===== config.mk =====
export PLATFORM = sky130hd
export DESIGN_NAME = lc3_mem_ctrl_flat
export DESIGN_NICKNAME = d
export VERILOG_FILES = /design/src/rtl/lc3_mem_ctrl_if.sv /design/src/rtl/lc3_mem_ctrl.sv /design/src/flat_wrapper.sv
export SDC_FILE = /design/constraint.sdc
export NUM_CORES = 1
export LEC_CHECK = 0
export ABC_AREA = 1
export BUFFER_PORTS_ARGS = -buffer_cell sky130_fd_sc_hd__buf_2
export CORE_MARGIN = 5
export CORE_UTILIZATION = 47
export DETAILED_ROUTE_END_ITERATION = 6
export PLACE_DENSITY = 0.77
export SLEW_MARGIN = 20
export SYNTH_ARGS = -nofsm -noshare
export SYNTH_HDL_FRONTEND = slang
export SYNTH_SLANG_ARGS = --single-unit

===== constraint.sdc =====
create_clock -name clock -period 2.4 [get_ports clock]
set_input_delay 0.24 -clock clock [delete_from_list [all_inputs] [get_ports clock]]
set_output_delay 0.24 -clock clock [all_outputs]
set_load 0.01 [all_outputs]

===== src/rtl/lc3_mem_ctrl_if.sv =====
// Bundle of channel request/response and memory bus signals for lc3_mem_ctrl.
// master: the controller side. slave: the requesters plus the memory.
interface lc3_mem_ctrl_if #(
  parameter int NUM_CH = 2,
  parameter int ADDR_W = 16,
  parameter int DATA_W = 16
);
  logic [NUM_CH-1:0]        ch_req;
  logic [NUM_CH-1:0]        ch_we;
  logic [NUM_CH*ADDR_W-1:0] ch_addr;
  logic [NUM_CH*DATA_W-1:0] ch_wdata;
  logic [NUM_CH-1:0]        ch_done;
  logic [NUM_CH-1:0]        ch_err;
  logic [DATA_W-1:0]        rdata;
  logic                     mem_rd;
  logic                     mem_wr;
  logic [ADDR_W-1:0]        mem_addr;
  logic [DATA_W-1:0]        mem_wdata;
  logic [DATA_W-1:0]        mem_rdata;
  logic                     mem_complete;
  logic                     busy;

  modport master (
    input  ch_req, ch_we, ch_addr, ch_wdata, mem_rdata, mem_complete,
    output ch_done, ch_err, rdata, mem_rd, mem_wr, mem_addr, mem_wdata, busy
  );

  modport slave (
    output ch_req, ch_we, ch_addr, ch_wdata, mem_rdata, mem_complete,
    input  ch_done, ch_err, rdata, mem_rd, mem_wr, mem_addr, mem_wdata, busy
  );
endinterface


===== src/rtl/lc3_mem_ctrl.sv =====
// LC-3 memory controller: round-robin arbitration of NUM_CH requesters onto a
// single memory port, with a per-access timeout. IDLE -> ACCESS -> RELEASE.
// All outputs come straight from flops.
module lc3_mem_ctrl #(
  parameter int NUM_CH  = 2,
  parameter int ADDR_W  = 16,
  parameter int DATA_W  = 16,
  parameter int TIMEOUT = 255
) (
  input logic           clock,
  input logic           reset,
  lc3_mem_ctrl_if.master bus
);
  localparam int CH_W  = (NUM_CH > 1) ? $clog2(NUM_CH) : 1;
  localparam int CNT_W = $clog2(TIMEOUT + 1);

  typedef enum logic [1:0] {IDLE, ACCESS, RELEASE} state_t;

  state_t              state_q, state_d;
  logic [CH_W-1:0]     gnt_q, gnt_d;
  logic [CH_W-1:0]     last_grant_q, last_grant_d;
  logic                we_q, we_d;
  logic [ADDR_W-1:0]   addr_q, addr_d;
  logic [DATA_W-1:0]   wdata_q, wdata_d;
  logic [DATA_W-1:0]   rdata_q, rdata_d;
  logic                rd_q, rd_d;
  logic                wr_q, wr_d;
  logic [NUM_CH-1:0]   done_q, done_d;
  logic [NUM_CH-1:0]   err_q, err_d;
  logic [CNT_W-1:0]    cnt_q, cnt_d;
  logic                busy_q, busy_d;

  logic [CH_W-1:0]     pick;
  logic [CH_W-1:0]     idx;
  logic                found;

  // Round-robin pick: first requester above last_grant, wrapping to 0.
  always_comb begin
    pick  = last_grant_q;
    idx   = '0;
    found = 1'b0;
    for (int i = 1; i <= NUM_CH; i++) begin
      idx = CH_W'((int'(last_grant_q) + i) % NUM_CH);
      if (!found && bus.ch_req[idx]) begin
        pick  = idx;
        found = 1'b1;
      end
    end
  end

  // Next-state and registered-output computation.
  always_comb begin
    state_d      = state_q;
    gnt_d        = gnt_q;
    last_grant_d = last_grant_q;
    we_d         = we_q;
    addr_d       = addr_q;
    wdata_d      = wdata_q;
    rdata_d      = rdata_q;
    rd_d         = rd_q;
    wr_d         = wr_q;
    done_d       = '0;
    err_d        = '0;
    cnt_d        = cnt_q;
    case (state_q)
      IDLE: begin
        // A late acknowledge still on the bus blocks a new grant.
        if (found && !bus.mem_complete) begin
          gnt_d   = pick;
          we_d    = bus.ch_we[pick];
          addr_d  = bus.ch_addr[int'(pick)*ADDR_W +: ADDR_W];
          wdata_d = bus.ch_wdata[int'(pick)*DATA_W +: DATA_W];
          rd_d    = ~bus.ch_we[pick];
          wr_d    = bus.ch_we[pick];
          cnt_d   = CNT_W'(1);  // counts ACCESS cycles, this is the first
          state_d = ACCESS;
        end
      end
      ACCESS: begin
        // Completion is checked first so it wins over a same-cycle timeout.
        if (bus.mem_complete) begin
          if (!we_q) rdata_d = bus.mem_rdata;
          rd_d          = 1'b0;
          wr_d          = 1'b0;
          done_d[gnt_q] = 1'b1;
          last_grant_d  = gnt_q;
          state_d       = RELEASE;
        end else if (cnt_q == CNT_W'(TIMEOUT)) begin
          rd_d         = 1'b0;
          wr_d         = 1'b0;
          err_d[gnt_q] = 1'b1;
          last_grant_d = gnt_q;
          state_d      = RELEASE;
        end else begin
          cnt_d = cnt_q + CNT_W'(1);
        end
      end
      RELEASE: begin
        cnt_d   = '0;
        state_d = IDLE;
      end
      default: state_d = IDLE;
    endcase
    busy_d = (state_d != IDLE);
  end

  // State and output registers; reset abandons any access in flight.
  always_ff @(posedge clock or posedge reset) begin
    if (reset) begin
      state_q      <= IDLE;
      gnt_q        <= '0;
      last_grant_q <= CH_W'(NUM_CH - 1);
      we_q         <= 1'b0;
      addr_q       <= '0;
      wdata_q      <= '0;
      rdata_q      <= '0;
      rd_q         <= 1'b0;
      wr_q         <= 1'b0;
      done_q       <= '0;
      err_q        <= '0;
      cnt_q        <= '0;
      busy_q       <= 1'b0;
    end else begin
      state_q      <= state_d;
      gnt_q        <= gnt_d;
      last_grant_q <= last_grant_d;
      we_q         <= we_d;
      addr_q       <= addr_d;
      wdata_q      <= wdata_d;
      rdata_q      <= rdata_d;
      rd_q         <= rd_d;
      wr_q         <= wr_d;
      done_q       <= done_d;
      err_q        <= err_d;
      cnt_q        <= cnt_d;
      busy_q       <= busy_d;
    end
  end

  assign bus.ch_done   = done_q;
  assign bus.ch_err    = err_q;
  assign bus.rdata     = rdata_q;
  assign bus.mem_rd    = rd_q;
  assign bus.mem_wr    = wr_q;
  assign bus.mem_addr  = addr_q;
  assign bus.mem_wdata = wdata_q;
  assign bus.busy      = busy_q;
endmodule


===== src/flat_wrapper.sv =====
// flat-port wrapper written by rule: the top's interface ports become plain ports
module lc3_mem_ctrl_flat 
#(
  parameter int NUM_CH  = 2,
  parameter int ADDR_W  = 16,
  parameter int DATA_W  = 16,
  parameter int TIMEOUT = 255
)
  (clock, reset, bus_ch_req, bus_ch_we, bus_ch_addr, bus_ch_wdata, bus_mem_rdata, bus_mem_complete, bus_ch_done, bus_ch_err, bus_rdata, bus_mem_rd, bus_mem_wr, bus_mem_addr, bus_mem_wdata, bus_busy);
  lc3_mem_ctrl_if #(.NUM_CH(NUM_CH), .ADDR_W(ADDR_W), .DATA_W(DATA_W)) bus_i ();
  input logic clock;
  input logic reset;
  input wire logic [$bits(bus_i.ch_req)-1:0] bus_ch_req;
  input wire logic [$bits(bus_i.ch_we)-1:0] bus_ch_we;
  input wire logic [$bits(bus_i.ch_addr)-1:0] bus_ch_addr;
  input wire logic [$bits(bus_i.ch_wdata)-1:0] bus_ch_wdata;
  input wire logic [$bits(bus_i.mem_rdata)-1:0] bus_mem_rdata;
  input wire logic [$bits(bus_i.mem_complete)-1:0] bus_mem_complete;
  output wire logic [$bits(bus_i.ch_done)-1:0] bus_ch_done;
  output wire logic [$bits(bus_i.ch_err)-1:0] bus_ch_err;
  output wire logic [$bits(bus_i.rdata)-1:0] bus_rdata;
  output wire logic [$bits(bus_i.mem_rd)-1:0] bus_mem_rd;
  output wire logic [$bits(bus_i.mem_wr)-1:0] bus_mem_wr;
  output wire logic [$bits(bus_i.mem_addr)-1:0] bus_mem_addr;
  output wire logic [$bits(bus_i.mem_wdata)-1:0] bus_mem_wdata;
  output wire logic [$bits(bus_i.busy)-1:0] bus_busy;
  assign bus_i.ch_req = bus_ch_req;
  assign bus_i.ch_we = bus_ch_we;
  assign bus_i.ch_addr = bus_ch_addr;
  assign bus_i.ch_wdata = bus_ch_wdata;
  assign bus_i.mem_rdata = bus_mem_rdata;
  assign bus_i.mem_complete = bus_mem_complete;
  assign bus_ch_done = bus_i.ch_done;
  assign bus_ch_err = bus_i.ch_err;
  assign bus_rdata = bus_i.rdata;
  assign bus_mem_rd = bus_i.mem_rd;
  assign bus_mem_wr = bus_i.mem_wr;
  assign bus_mem_addr = bus_i.mem_addr;
  assign bus_mem_wdata = bus_i.mem_wdata;
  assign bus_busy = bus_i.busy;
  lc3_mem_ctrl #(.NUM_CH(NUM_CH), .ADDR_W(ADDR_W), .DATA_W(DATA_W), .TIMEOUT(TIMEOUT)) u_core (.clock(clock), .reset(reset), .bus(bus_i));
endmodule

==> summary.json <==
{
  "outcome": {
    "run_status": "completed"
  },
  "synthesis": {
    "postSynthAreaPerCell_sq_um": 8.32,
    "synth_largest_area_cell": "dfrtp_1",
    "synth_simple_gate_area_frac": 0.213,
    "synth_fp_nets": 481,
    "postSynthRegisterBits": 68,
    "synthAdderAreaFrac": 0.0154,
    "yosysUniqueCellTypes": 25,
    "number_of_flops_mapped_to_enable_cells_by_yosys": 0,
    "syn-cell-area_sq_mm": 0.00325,
    "synthesis.yosys.warnings": 0,
    "synthMuxAreaShare": 0,
    "post_synth_xor_area_fraction": 0,
    "synth-seq-area-share": 0.525,
    "synth_top_cells_by_count": "100 x nand2_1, 67 x dfrtp_1, 46 x nor2_1",
    "postSynthCellCount": 390,
    "cell_with_the_most_instances_after_synthesis": "nand2_1",
    "synth_async_sr_flop_share": 1.00,
    "synth-compound-area-share": 0.169,
    "post-synth-top-area-fraction": 0.517,
    "largest_family_of_logic_cells_by_synthesized_area": "simple AND/OR/NAND/NOR gates",
    "area_contributors_post_synth": "dfrtp_1 52%, nand2_1 12%, o21ai_0 6.5%, nor2_1 5.3%, o21ai_1 4.9%",
    "synth_ff_type": "dfrtp_1"
  },
  "critical_path": {
    "worst_ep_arrival_time_ns": 1.90,
    "endpoint_kind": "flop",
    "slack_of_the_worst_reg_to_reg_path_ns": 0.71,
    "crit_fanout": 35,
    "reg2regPathDepth": 8,
    "startpoint_type": "flop",
    "timing.critical_path.cells": "inv_1, ha_1, inv_1, nor2_4, inv_2, nand2_1, nand2_1, nand3_1",
    "timing.rr.start": "u_core.state_q[0]",
    "worst-endpoint-required_ns": 2.60,
    "crit_slowest_cell": "inv_2",
    "rr_endpoint": "u_core.bus.busy",
    "timing_worst_setup_path_type": "flop to flop",
    "critPathMaxStageDelay_ns": 0.43
  },
  "routing": {
    "wl_um": 8250,
    "detail_route.first_pass.iterations": 4,
    "route.vias.total": 3041,
    "drtAntennaViolNets": 0,
    "detail_route.wl_per_cell_um": 13.4,
    "route.detailed.drc": 0,
    "via_per_inst": 4.95,
    "first_iter_violations": 83
  },
  "hold_path": {
    "hold_depth": 3,
    "hold_start": "bus_mem_rdata[9]",
    "hold_end": "u_core.bus.rdata[9]",
    "worst_hold_path_class": "input pin to flop"
  },
  "grt": {
    "groute.usage.overall": 0.191,
    "first_global_vias": 2867,
    "grt_antenna_before_repair": 0,
    "grt_pass1_wl_um": 13400,
    "met3_grt_util": 0.0274,
    "busiest_layer": "met2",
    "global_route.usage.met1": 0.246,
    "grt_overflow_total": 0,
    "grt_max_degree": 37,
    "grt_use_met2": 0.321
  },
  "clocking": {
    "tritoncts_num_sinks": 68,
    "clkSlewWorstSetupHoldPaths_ns": 0.07,
    "worst_skew_pair.late_latency_ns": 0.33,
    "cts.repair_timing.setup_buffer_count": 0,
    "tritoncts": "done",
    "clock-root-buffer": "clkbuf_8",
    "max-clock-path-buffers": 2,
    "h-tree-depth": 3,
    "cts-buffers-inserted": 9
  },
  "placement": {
    "routabilityCongestion": 0.827,
    "portBuffers": 141,
    "dpl.hpwl_um": 6200
  },
  "cells_and_area": {
    "num-nets-final": 622,
    "post_route_cells_drive_above_1_share": 0.352,
    "multiInputGateArea_sq_mm": 0.00130,
    "n_fill_cell": 638,
    "final_antenna_diode_count": 0,
    "final_core_util": 0.614,
    "flow.area_growth_from_synthesis_pct": 27.9,
    "regArea_sq_mm": 0.00170
  },
  "sta": {
    "final-max-slew-violation-count": 0,
    "final_number_of_setup_violating_endpoints": 0,
    "max_slew.worst_pin.slew_ns": 0.735,
    "setup_skew_ns": 0.00849,
    "worst_slew_margin_rel": 0.508,
    "final.period_utilization": 0.706,
    "unrepaired_setup_endpoints_after_global_routing": "no",
    "layout_min_cycle_time_ns": 1.69,
    "maxClockFrequency_ghz": 0.590,
    "fin_setup_tns_ns": 0,
    "final_hold_violation_count": 0
  },
  "floorplanning": {
    "io-pin-count": 142,
    "core_region_sq_mm": 0.00676,
    "die_y_um": 93.1,
    "die_area_sq_mm": 0.00867,
    "width_of_the_die_um": 93.1,
    "row_count": 30,
    "effective_utilization_at_floorplan": 0.480
  },
  "power": {
    "power.leakage_nw": 2.26,
    "power-per-cell-area_mw_per_mm2": 1110,
    "vdd.ir_drop.worst_uv": 767
  },
  "job": {
    "drv_cap": 0
  }
}
-- worst max path at each step --
stage / start / end / slack (ns) / depth (start not counted)
3_5_place_dp: bus_ch_req[1] / u_core.we_q / 0.65 / 5
3_3_place_gp: bus_ch_req[1] / u_core.we_q / 0.70 / 5
5_1_grt: u_core.state_q[0] / u_core.bus.busy / 0.55 / 8
4_1_cts: u_core.last_grant_q / u_core.we_q / 0.66 / 4
6_report: u_core.state_q[0] / u_core.bus.busy / 0.71 / 8
2_1_floorplan: reset / u_core.bus.busy / 0.45 / 1
-- per-stage QoR --
step                cell area (sq um)  hold slack, ns  setup slack (ns)  power [mW]  std cells
detailed placement               3980           0.352             0.645        3.85        599
finish                           4150           0.147             0.706        4.60        614
global route                     4150           0.133             0.553        4.99        614
CTS                              4140           0.131             0.660        4.65        614
floorplan                        3250           0.382             0.450        3.14        390
global placement                 3980           0.352             0.699        3.79        599
-- power by group --
part / switching, mW / internal (mW)
Combinational: 1.19 / 0.749
Sequential: 0.258 / 1.62
Clock: 0.393 / 0.391
-- registers in the layout (all words and copies together) (netlist names) --
| register | count |
|---|---|
| u_core.bus.mem_addr | 16 |
| u_core.bus.mem_wdata | 16 |
| u_core.bus.rdata | 16 |
| u_core.cnt_q | 8 |
| u_core.bus.ch_done | 2 |
| u_core.bus.ch_err | 2 |
| u_core.state_q | 2 |
| u_core.bus.busy | 1 |
| u_core.bus.mem_rd | 1 |
| u_core.bus.mem_wr | 1 |
| u_core.gnt_q | 1 |
| u_core.last_grant_q | 1 |
| u_core.we_q | 1 |
-- worst max-delay path, delay by kind of cell (launching register included) --
family        cells  cell delay (ns)
simple gates      4             0.32
fa+ha+maj         1             0.23
buf+inv           3             0.63
flops             1             0.39
-- routing by layer --
metal,routed length (um),vias to the layer above,part of all wire
met1,3580,1409,0.43
met4,203,0,0.025
met3,428,17,0.052
li1,-,1523,-
met2,4040,92,0.49
met5,0,-,0
-- cells in the final DEF (no fill, tap or decap), drive strengths merged --
master	instances
clkbuf	12
ha	4
nand4	2
clkinvlp	1
nand3	10
clkinv	1
dfrtp	67
a21oi	1
inv	37
buf	146
nand2	105
a21boi	1
nor3	2
or2	1
dlygate4sd3	1
o21ai	92
dfstp	1
nor2	49
o211ai	1
-- cells by family (layout without fill, tap and decap cells) --
kind of cell               Yosys count  in the layout
DFF                                 68             68
AOI/OAI and AO/OA                   95             95
and+or+nand+nor                    169            169
buffers and inverters               54            198
adders and majority gates            4              4
-- final cells by class --
type                            instances  area share
Sequential cell                        68       0.410
Multi-Input combinational cell        268       0.313
Timing Repair Buffer                  147       0.181
Clock buffer                           12      0.0350
Inverter                               37      0.0335
Tap cell                               80      0.0241
Clock inverter                          2     0.00301
-- repair_timing --
| item | in CTS | in global routing |
|---|---|---|
| resized for setup | 0 | 0 |
| hold endpoints to repair | 22 | 0 |
| setup endpoints to repair | 0 | 0 |
| hold buffers | 1 | 0 |
Note: power is estimated with default switching activity, not from simulation.
